<file path="config.mk">
export PLATFORM = sky130hd
export DESIGN_NAME = mem_port_arbiter_flat
export DESIGN_NICKNAME = d
export VERILOG_FILES = /design/src/rtl/mem_port_arbiter_if.sv /design/src/rtl/mem_port_arbiter.sv /design/src/flat_wrapper.sv
export SDC_FILE = /design/constraint.sdc
export NUM_CORES = 1
export LEC_CHECK = 0
export CAP_MARGIN = 20
export CELL_PAD_IN_SITES_DETAIL_PLACEMENT = 1
export CELL_PAD_IN_SITES_GLOBAL_PLACEMENT = 1
export CORE_UTILIZATION = 28
export CTS_BUF_LIST = sky130_fd_sc_hd__clkbuf_2
export DETAILED_ROUTE_END_ITERATION = 6
export GPL_TIMING_DRIVEN = 0
export PLACE_DENSITY_LB_ADDON = 0.1
export SLEW_MARGIN = 10
export SYNTH_ARGS = -nofsm -noshare
export SYNTH_HDL_FRONTEND = slang
export SYNTH_SLANG_ARGS = --single-unit
</file>
<file path="constraint.sdc">
create_clock -name clk -period 3.4 [get_ports clk]
set_clock_uncertainty 0.2 [all_clocks]
set_input_delay 0.51 -clock clk [delete_from_list [all_inputs] [get_ports clk]]
set_output_delay 0.51 -clock clk [all_outputs]
set_load 0.005 [all_outputs]
</file>
<file path="src/rtl/mem_port_arbiter_if.sv">
// Request/response and memory-side bundle for the shared data-memory port arbiter.
// A transfer happens in a cycle where valid and ready are both high; valid may drop while not granted.
interface mem_port_arbiter_if #(
  parameter int NUM_REQ = 3,
  parameter int ADDR_W  = 32,
  parameter int DATA_W  = 32
);
  logic [NUM_REQ-1:0]        req_valid;
  logic [NUM_REQ-1:0]        req_ready;
  logic [NUM_REQ-1:0]        req_write;
  logic [NUM_REQ*ADDR_W-1:0] req_addr;
  logic [NUM_REQ*DATA_W-1:0] req_wdata;
  logic [NUM_REQ-1:0]        resp_valid;
  logic [NUM_REQ-1:0]        resp_ready;
  logic [DATA_W-1:0]         resp_rdata;
  logic                      resp_err;
  logic                      mem_valid;
  logic                      mem_read;
  logic                      mem_write;
  logic [ADDR_W-1:0]         mem_addr;
  logic [DATA_W-1:0]         mem_wdata;
  logic [DATA_W-1:0]         mem_rdata;

  // Arbiter side
  modport slave (
    input  req_valid, req_write, req_addr, req_wdata, resp_ready, mem_rdata,
    output req_ready, resp_valid, resp_rdata, resp_err,
    output mem_valid, mem_read, mem_write, mem_addr, mem_wdata
  );

  // Requesters and memory side
  modport master (
    output req_valid, req_write, req_addr, req_wdata, resp_ready, mem_rdata,
    input  req_ready, resp_valid, resp_rdata, resp_err,
    input  mem_valid, mem_read, mem_write, mem_addr, mem_wdata
  );
endinterface

</file>
<file path="src/rtl/mem_port_arbiter.sv">
// Round-robin arbiter sharing one data-memory port between NUM_REQ requesters,
// one transaction in flight, misaligned word accesses answered with an error.
module mem_port_arbiter #(
  parameter int NUM_REQ = 3,
  parameter int ADDR_W  = 32,
  parameter int DATA_W  = 32
) (
  input  logic                       clk,
  input  logic                       reset,
  mem_port_arbiter_if.slave          bus,
  output logic                       busy,
  output logic [1:0]                 dbg_state_o,
  output logic [$clog2(NUM_REQ)-1:0] dbg_rr_ptr_o
);
  localparam int PTR_W = $clog2(NUM_REQ);

  typedef enum logic [1:0] {
    ST_IDLE   = 2'd0,
    ST_ACCESS = 2'd1,
    ST_RESP   = 2'd2
  } state_e;

  state_e            state_q, state_d;
  logic [PTR_W-1:0]  rr_ptr_q, rr_ptr_d;
  logic [PTR_W-1:0]  owner_q, owner_d;
  logic [ADDR_W-1:0] addr_q, addr_d;
  logic [DATA_W-1:0] wdata_q, wdata_d;
  logic              write_q, write_d;
  logic [DATA_W-1:0] rdata_q, rdata_d;
  logic              err_q, err_d;

  logic [ADDR_W-1:0] addr_arr  [NUM_REQ];
  logic [DATA_W-1:0] wdata_arr [NUM_REQ];

  for (genvar g = 0; g < NUM_REQ; g++) begin : g_unpack
    assign addr_arr[g]  = bus.req_addr[g*ADDR_W +: ADDR_W];
    assign wdata_arr[g] = bus.req_wdata[g*DATA_W +: DATA_W];
  end

  // Round-robin search starting at rr_ptr_q, wrapping modulo NUM_REQ.
  logic             found;
  logic [PTR_W-1:0] winner;
  logic [PTR_W:0]   cand;

  always_comb begin
    found  = 1'b0;
    winner = '0;
    cand   = '0;
    for (int k = 0; k < NUM_REQ; k++) begin
      cand = {1'b0, rr_ptr_q} + (PTR_W+1)'(k);
      if (cand >= (PTR_W+1)'(NUM_REQ)) begin
        cand = cand - (PTR_W+1)'(NUM_REQ);
      end
      if (!found && bus.req_valid[cand[PTR_W-1:0]]) begin
        found  = 1'b1;
        winner = cand[PTR_W-1:0];
      end
    end
  end

  logic [PTR_W:0]   winner_inc;
  logic [PTR_W-1:0] next_ptr;

  assign winner_inc = {1'b0, winner} + (PTR_W+1)'(1);
  assign next_ptr   = (winner_inc == (PTR_W+1)'(NUM_REQ)) ? '0 : winner_inc[PTR_W-1:0];

  logic aligned;
  assign aligned = (addr_q[1:0] == 2'b00);

  logic [NUM_REQ-1:0] req_ready_c;
  logic [NUM_REQ-1:0] resp_valid_c;
  logic               mem_valid_c;
  logic               mem_read_c;
  logic               mem_write_c;
  logic [ADDR_W-1:0]  mem_addr_c;
  logic [DATA_W-1:0]  mem_wdata_c;

  always_comb begin
    state_d      = state_q;
    rr_ptr_d     = rr_ptr_q;
    owner_d      = owner_q;
    addr_d       = addr_q;
    wdata_d      = wdata_q;
    write_d      = write_q;
    rdata_d      = rdata_q;
    err_d        = err_q;
    req_ready_c  = '0;
    resp_valid_c = '0;
    mem_valid_c  = 1'b0;
    mem_read_c   = 1'b0;
    mem_write_c  = 1'b0;
    mem_addr_c   = '0;
    mem_wdata_c  = '0;

    unique case (state_q)
      ST_IDLE: begin
        // reset gating keeps req_ready low while reset is held
        if (found && reset) begin
          req_ready_c[winner] = 1'b1;
          addr_d   = addr_arr[winner];
          wdata_d  = wdata_arr[winner];
          write_d  = bus.req_write[winner];
          owner_d  = winner;
          rr_ptr_d = next_ptr;
          state_d  = ST_ACCESS;
        end
      end
      ST_ACCESS: begin
        if (aligned) begin
          mem_valid_c = 1'b1;
          mem_read_c  = !write_q;
          mem_write_c = write_q;
          mem_addr_c  = addr_q;
          mem_wdata_c = wdata_q;
          rdata_d     = write_q ? '0 : bus.mem_rdata;
          err_d       = 1'b0;
        end else begin
          rdata_d = '0;
          err_d   = 1'b1;
        end
        state_d = ST_RESP;
      end
      ST_RESP: begin
        resp_valid_c[owner_q] = 1'b1;
        if (bus.resp_ready[owner_q]) begin
          state_d = ST_IDLE;
        end
      end
      default: begin
        state_d = ST_IDLE;
      end
    endcase
  end

  always_ff @(posedge clk or negedge reset) begin
    if (!reset) begin
      state_q  <= ST_IDLE;
      rr_ptr_q <= '0;
      owner_q  <= '0;
      addr_q   <= '0;
      wdata_q  <= '0;
      write_q  <= 1'b0;
      rdata_q  <= '0;
      err_q    <= 1'b0;
    end else begin
      state_q  <= state_d;
      rr_ptr_q <= rr_ptr_d;
      owner_q  <= owner_d;
      addr_q   <= addr_d;
      wdata_q  <= wdata_d;
      write_q  <= write_d;
      rdata_q  <= rdata_d;
      err_q    <= err_d;
    end
  end

  assign bus.req_ready  = req_ready_c;
  assign bus.resp_valid = resp_valid_c;
  assign bus.resp_rdata = rdata_q;
  assign bus.resp_err   = err_q;
  assign bus.mem_valid  = mem_valid_c;
  assign bus.mem_read   = mem_read_c;
  assign bus.mem_write  = mem_write_c;
  assign bus.mem_addr   = mem_addr_c;
  assign bus.mem_wdata  = mem_wdata_c;

  assign busy         = (state_q != ST_IDLE);
  assign dbg_state_o  = state_q;
  assign dbg_rr_ptr_o = rr_ptr_q;
endmodule

</file>
<file path="src/flat_wrapper.sv">
// flat-port wrapper written by rule: the top's interface ports become plain ports
module mem_port_arbiter_flat 
#(
  parameter int NUM_REQ = 3,
  parameter int ADDR_W  = 32,
  parameter int DATA_W  = 32
)
  (clk, reset, busy, dbg_state_o, dbg_rr_ptr_o, bus_req_valid, bus_req_write, bus_req_addr, bus_req_wdata, bus_resp_ready, bus_mem_rdata, bus_req_ready, bus_resp_valid, bus_resp_rdata, bus_resp_err, bus_mem_valid, bus_mem_read, bus_mem_write, bus_mem_addr, bus_mem_wdata);
  mem_port_arbiter_if #(.NUM_REQ(NUM_REQ), .ADDR_W(ADDR_W), .DATA_W(DATA_W)) bus_i ();
  input  logic clk;
  input  logic reset;
  output logic busy;
  output logic [1:0] dbg_state_o;
  output logic [$clog2(NUM_REQ)-1:0] dbg_rr_ptr_o;
  input wire logic [$bits(bus_i.req_valid)-1:0] bus_req_valid;
  input wire logic [$bits(bus_i.req_write)-1:0] bus_req_write;
  input wire logic [$bits(bus_i.req_addr)-1:0] bus_req_addr;
  input wire logic [$bits(bus_i.req_wdata)-1:0] bus_req_wdata;
  input wire logic [$bits(bus_i.resp_ready)-1:0] bus_resp_ready;
  input wire logic [$bits(bus_i.mem_rdata)-1:0] bus_mem_rdata;
  output wire logic [$bits(bus_i.req_ready)-1:0] bus_req_ready;
  output wire logic [$bits(bus_i.resp_valid)-1:0] bus_resp_valid;
  output wire logic [$bits(bus_i.resp_rdata)-1:0] bus_resp_rdata;
  output wire logic [$bits(bus_i.resp_err)-1:0] bus_resp_err;
  output wire logic [$bits(bus_i.mem_valid)-1:0] bus_mem_valid;
  output wire logic [$bits(bus_i.mem_read)-1:0] bus_mem_read;
  output wire logic [$bits(bus_i.mem_write)-1:0] bus_mem_write;
  output wire logic [$bits(bus_i.mem_addr)-1:0] bus_mem_addr;
  output wire logic [$bits(bus_i.mem_wdata)-1:0] bus_mem_wdata;
  assign bus_i.req_valid = bus_req_valid;
  assign bus_i.req_write = bus_req_write;
  assign bus_i.req_addr = bus_req_addr;
  assign bus_i.req_wdata = bus_req_wdata;
  assign bus_i.resp_ready = bus_resp_ready;
  assign bus_i.mem_rdata = bus_mem_rdata;
  assign bus_req_ready = bus_i.req_ready;
  assign bus_resp_valid = bus_i.resp_valid;
  assign bus_resp_rdata = bus_i.resp_rdata;
  assign bus_resp_err = bus_i.resp_err;
  assign bus_mem_valid = bus_i.mem_valid;
  assign bus_mem_read = bus_i.mem_read;
  assign bus_mem_write = bus_i.mem_write;
  assign bus_mem_addr = bus_i.mem_addr;
  assign bus_mem_wdata = bus_i.mem_wdata;
  mem_port_arbiter #(.NUM_REQ(NUM_REQ), .ADDR_W(ADDR_W), .DATA_W(DATA_W)) u_core (.clk(clk), .reset(reset), .bus(bus_i), .busy(busy), .dbg_state_o(dbg_state_o), .dbg_rr_ptr_o(dbg_rr_ptr_o));
endmodule
</file>
==> results.txt <==
For this run, the post-layout net count is 1218. The final routed wire length divided by cell count came out at 21.3 um. The worst setup path is launched from a register. The vertical die dimension is 147 um. Clock-pin slew was measured on the worst setup and hold paths at 340 ps.

The most used flip-flop cell after synthesis is sky130_fd_sc_hd__dfrtp_1. The final routed DRC violation total came out at 0. The worst hold slack came out at 133 ps. The number of cells in the finished layout apart from fillers is 1255. CTS placed an instance of sky130_fd_sc_hd__clkbuf_2 at the clock tree root. The total instance count after detailed placement is 1203. By area the synthesized netlist is led by sky130_fd_sc_hd__dfrtp_1, sky130_fd_sc_hd__mux2i_1, sky130_fd_sc_hd__and2_1. TritonCTS built the clock tree.

The worst endpoint required time is 2690 ps. The floorplan core area came out at 20400 um2. The top cell types in the final layout, fill and taps aside, are sky130_fd_sc_hd__clkdlybuf4s50_1, sky130_fd_sc_hd__dfrtp_1, sky130_fd_sc_hd__mux2i_1, sky130_fd_sc_hd__and2_1, sky130_fd_sc_hd__buf_4. The total overflow left after global routing is 0. After synthesis the netlist holds a flip-flop and latch count of 104. Setup repair after global routing could not meet its margin everywhere. The synthesized netlist occupies a cell area of 5910 um2.

The largest vdd supply drop is 0.000366 V. The post-route netlist has 13.2% of its cells at a drive strength greater than 1. The total negative slack for setup checks is 0 ps. The warning count from the yosys run is 0. Static timing analysis puts the maximum clock frequency at 299 MHz.

The max-capacitance violation count came out at 0. The number of placement rows came out at 52. The violation count after the first detailed-route iteration came out at 207. The post-synthesis to final-layout area growth came out at 76.0%. The overall die area is 21700 um2. The final weighted congestion in routability-driven placement came out at 0.815.

The first detailed-routing pass ran for 4 iterations. The number of global-route vias before repair was 6742. The netlist uses 39 different library cells. The initial utilization of the core area, before any placement, comes to 28.9%.

The fraction of the yosys area taken by sequential cells came out at 44.0%. The clock insertion delay at the later pin of the skew report is 630 ps. The transition time at the pin with the least slew margin came out at 672 ps.

The top-level port count is 346. The flow ran to the end, and the final reports show no timing, DRC or antenna violations. The cell leakage power is 4.50 nW. The final-report hold violation count is 0. The residual antenna-violating net count after detailed routing is 0. The minimum period implied by the final worst setup slack came out at 3340 ps.

The share of the cycle needed by the critical path after routing is 98.3%. The kind of end point of the critical path is an output pin. The data arrival time of the worst path is 2630 ps.

Global routing consumed, over all layers together, 24.4% of the routing resources. The maximum net fanout on the critical path is 6. The count of final setup violators is 0. The number of enable-type register cells in the synthesized netlist came out at 0.

The count of buffers inserted at the top-level ports came out at 343. The number of antenna violations at the first check in global routing came to 1. After synthesis, the mean cell area works out to 10.1 um2.

The number of sinks driven by the clock tree is 104. Clock tree synthesis inserted a total of 9 buffers. No sink is reached through more buffers than the 2 on the longest clock path. The global-route wire length before repair came out at 39900 um. In this run the worst hold path is classified as primary input to asynchronous set/reset pin. The final core area utilization came out at 50.9%.

The wire length reported by the detailed router is 26800 um. The largest total area in the synthesized netlist belongs to sky130_fd_sc_hd__dfrtp_1. The slack of the worst reg-to-reg path is 190 ps. The sum of net half-perimeters after detailed placement came out at 19800 um. For this block, the via count after detailed routing is 6322. The library cell used most frequently in the layout, excluding fill and tap cells, is sky130_fd_sc_hd__clkdlybuf4s50_1.

In this run the tightest slew margin relative to its limit is 55.2%. In this run the number of H-tree levels came out at 3. The number of pins exceeding their max-slew limit in the final report is 0. The post-synthesis async set-or-reset flop share is 100%. The chip width is 147 um.

The portion of synthesized cell area occupied by the leading cell type came out at 44.0%. The critical path is of the register to output pin type. The largest net degree at the start of global routing came out at 54. The overall power after layout is 7.77 mW. After detailed routing, the number of vias per cell comes to 5.04. Synthesis produced 587 cells. Dividing total power by cell area gives a power density of 747 nW/um2.
path summary, 6_finish.rpt:
| kind | start | end | cells past startpoint |
|---|---|---|---|
| min in group clk | bus_req_addr[77] | u_core.addr_q[13]$_DFFE_PN0P_ | 3 |
| worst max register to register | u_core.dbg_rr_ptr_o[1]$_DFFE_PN0P_ | u_core.addr_q[28]$_DFFE_PN0P_ | 12 |
| max in group asynchronous | reset | u_core.wdata_q[19]$_DFFE_PN0P_ | 3 |
| worst min-delay path | reset | u_core.bus.resp_rdata[8]$_DFFE_PN0P_ | 2 |
| worst max-delay path | u_core.dbg_rr_ptr_o[1]$_DFFE_PN0P_ | bus_req_ready[0] | 9 |
| worst min register to register | u_core.wdata_q[5]$_DFFE_PN0P_ | u_core.wdata_q[5]$_DFFE_PN0P_ | 2 |
cell families (layout without fill, tap and decap cells):
group           Yosys count  after routing  share of synthesized area (%)
flops                   104            104                           44.0
other cells               1              3                         0.0635
compound gates          179            179                           23.1
simple gates            162            162                           14.2
fa+ha+maj                 4              4                          0.847
mux                      71             71                           12.2
buf+inv                  66            462                           5.63
sequential cells by signal, indices dropped and copies added, names as in the netlist:
register / cells
u_core.bus.resp_rdata: 32
u_core.owner_q: 2
u_core.dbg_rr_ptr_o: 2
u_core.dbg_state_o: 2
u_core.bus.resp_err: 1
u_core.write_q: 1
u_core.addr_q: 32
u_core.wdata_q: 32
metal layers:
metal	GRT usage, %	vias to the layer above	wire [um]
met5	0	-	0
met4	6.55	0	451
met3	5.90	24	1810
met2	43.1	252	13500
met1	29.3	3093	11000
li1	-	2953	-
report_power, final:
| part | total [mW] | leakage, nW | internal (mW) | switching [mW] |
|---|---|---|---|---|
| logic | 5.05 | 3.14 | 2.50 | 2.55 |
| registers | 2.11 | 1.29 | 1.80 | 0.308 |
| clock network | 0.609 | 0.0667 | 0.115 | 0.494 |
per-stage QoR:
| step | worst slack [ps] | area (um2) |
|---|---|---|
| 4_1_cts | -109 | 10200 |
| 2_1_floorplan | 659 | 5910 |
| 5_1_grt | -72.0 | 10400 |
| 6_report | 58.1 | 10400 |
| 3_3_place_gp | -4690 | 9680 |
| 3_5_place_dp | -574 | 9720 |
cells in the mapped netlist (2+ instances only):
master                     number
sky130_fd_sc_hd__nor2_1        35
sky130_fd_sc_hd__mux2i_2        2
sky130_fd_sc_hd__buf_6          5
sky130_fd_sc_hd__buf_4          9
sky130_fd_sc_hd__and2_1        63
sky130_fd_sc_hd__nand3_1        2
sky130_fd_sc_hd__o21a_1         2
sky130_fd_sc_hd__nor3b_1        3
sky130_fd_sc_hd__clkbuf_1      35
sky130_fd_sc_hd__nand4_1        2
sky130_fd_sc_hd__o221ai_1      37
sky130_fd_sc_hd__a22o_1        32
sky130_fd_sc_hd__inv_1          4
sky130_fd_sc_hd__nor4_1         2
sky130_fd_sc_hd__a21o_1         2
sky130_fd_sc_hd__a221oi_2      10
sky130_fd_sc_hd__nand2b_1       5
sky130_fd_sc_hd__mux2i_1       68
sky130_fd_sc_hd__a221oi_1      19
sky130_fd_sc_hd__a21oi_1       30
sky130_fd_sc_hd__ha_1           4
sky130_fd_sc_hd__o21ai_1        3
sky130_fd_sc_hd__nand2_1       38
sky130_fd_sc_hd__nand3b_1       4
sky130_fd_sc_hd__buf_2         11
sky130_fd_sc_hd__dfrtp_1      104
sky130_fd_sc_hd__nor3_1         4
sky130_fd_sc_hd__o21ai_0       41
repair_timing:
action                     4_1_cts  5_1_grt
resized for setup               73       22
setup endpoints to repair       68       67
setup buffers                   27       15
cloned                           2        1
pin swaps                        5        8
hold endpoints to repair        66        0
hold buffers                     1        0
critical path, cell delays in order (launching register included):
cell	delay, ps
sky130_fd_sc_hd__dfrtp_2	520
sky130_fd_sc_hd__inv_2	90
sky130_fd_sc_hd__ha_4	210
sky130_fd_sc_hd__mux2i_4	260
sky130_fd_sc_hd__o21ai_2	110
sky130_fd_sc_hd__o311ai_4	360
sky130_fd_sc_hd__inv_2	100
sky130_fd_sc_hd__nand3_4	170
sky130_fd_sc_hd__nor2_2	50
sky130_fd_sc_hd__buf_2	130
cell type report:
cell class | instances | area, um2
flip-flops and latches | 104 | 2600
multi-input cells | 418 | 3160
diodes | 1 | 2.50
plain buffers | 53 | 355
clock buffers | 9 | 45.0
fillers | 2311 | 10000
clock inverters | 7 | 61.3
repair buffers | 388 | 3820
well taps | 270 | 338
inverters | 5 | 18.8
Power figures use the tool's default switching activity.
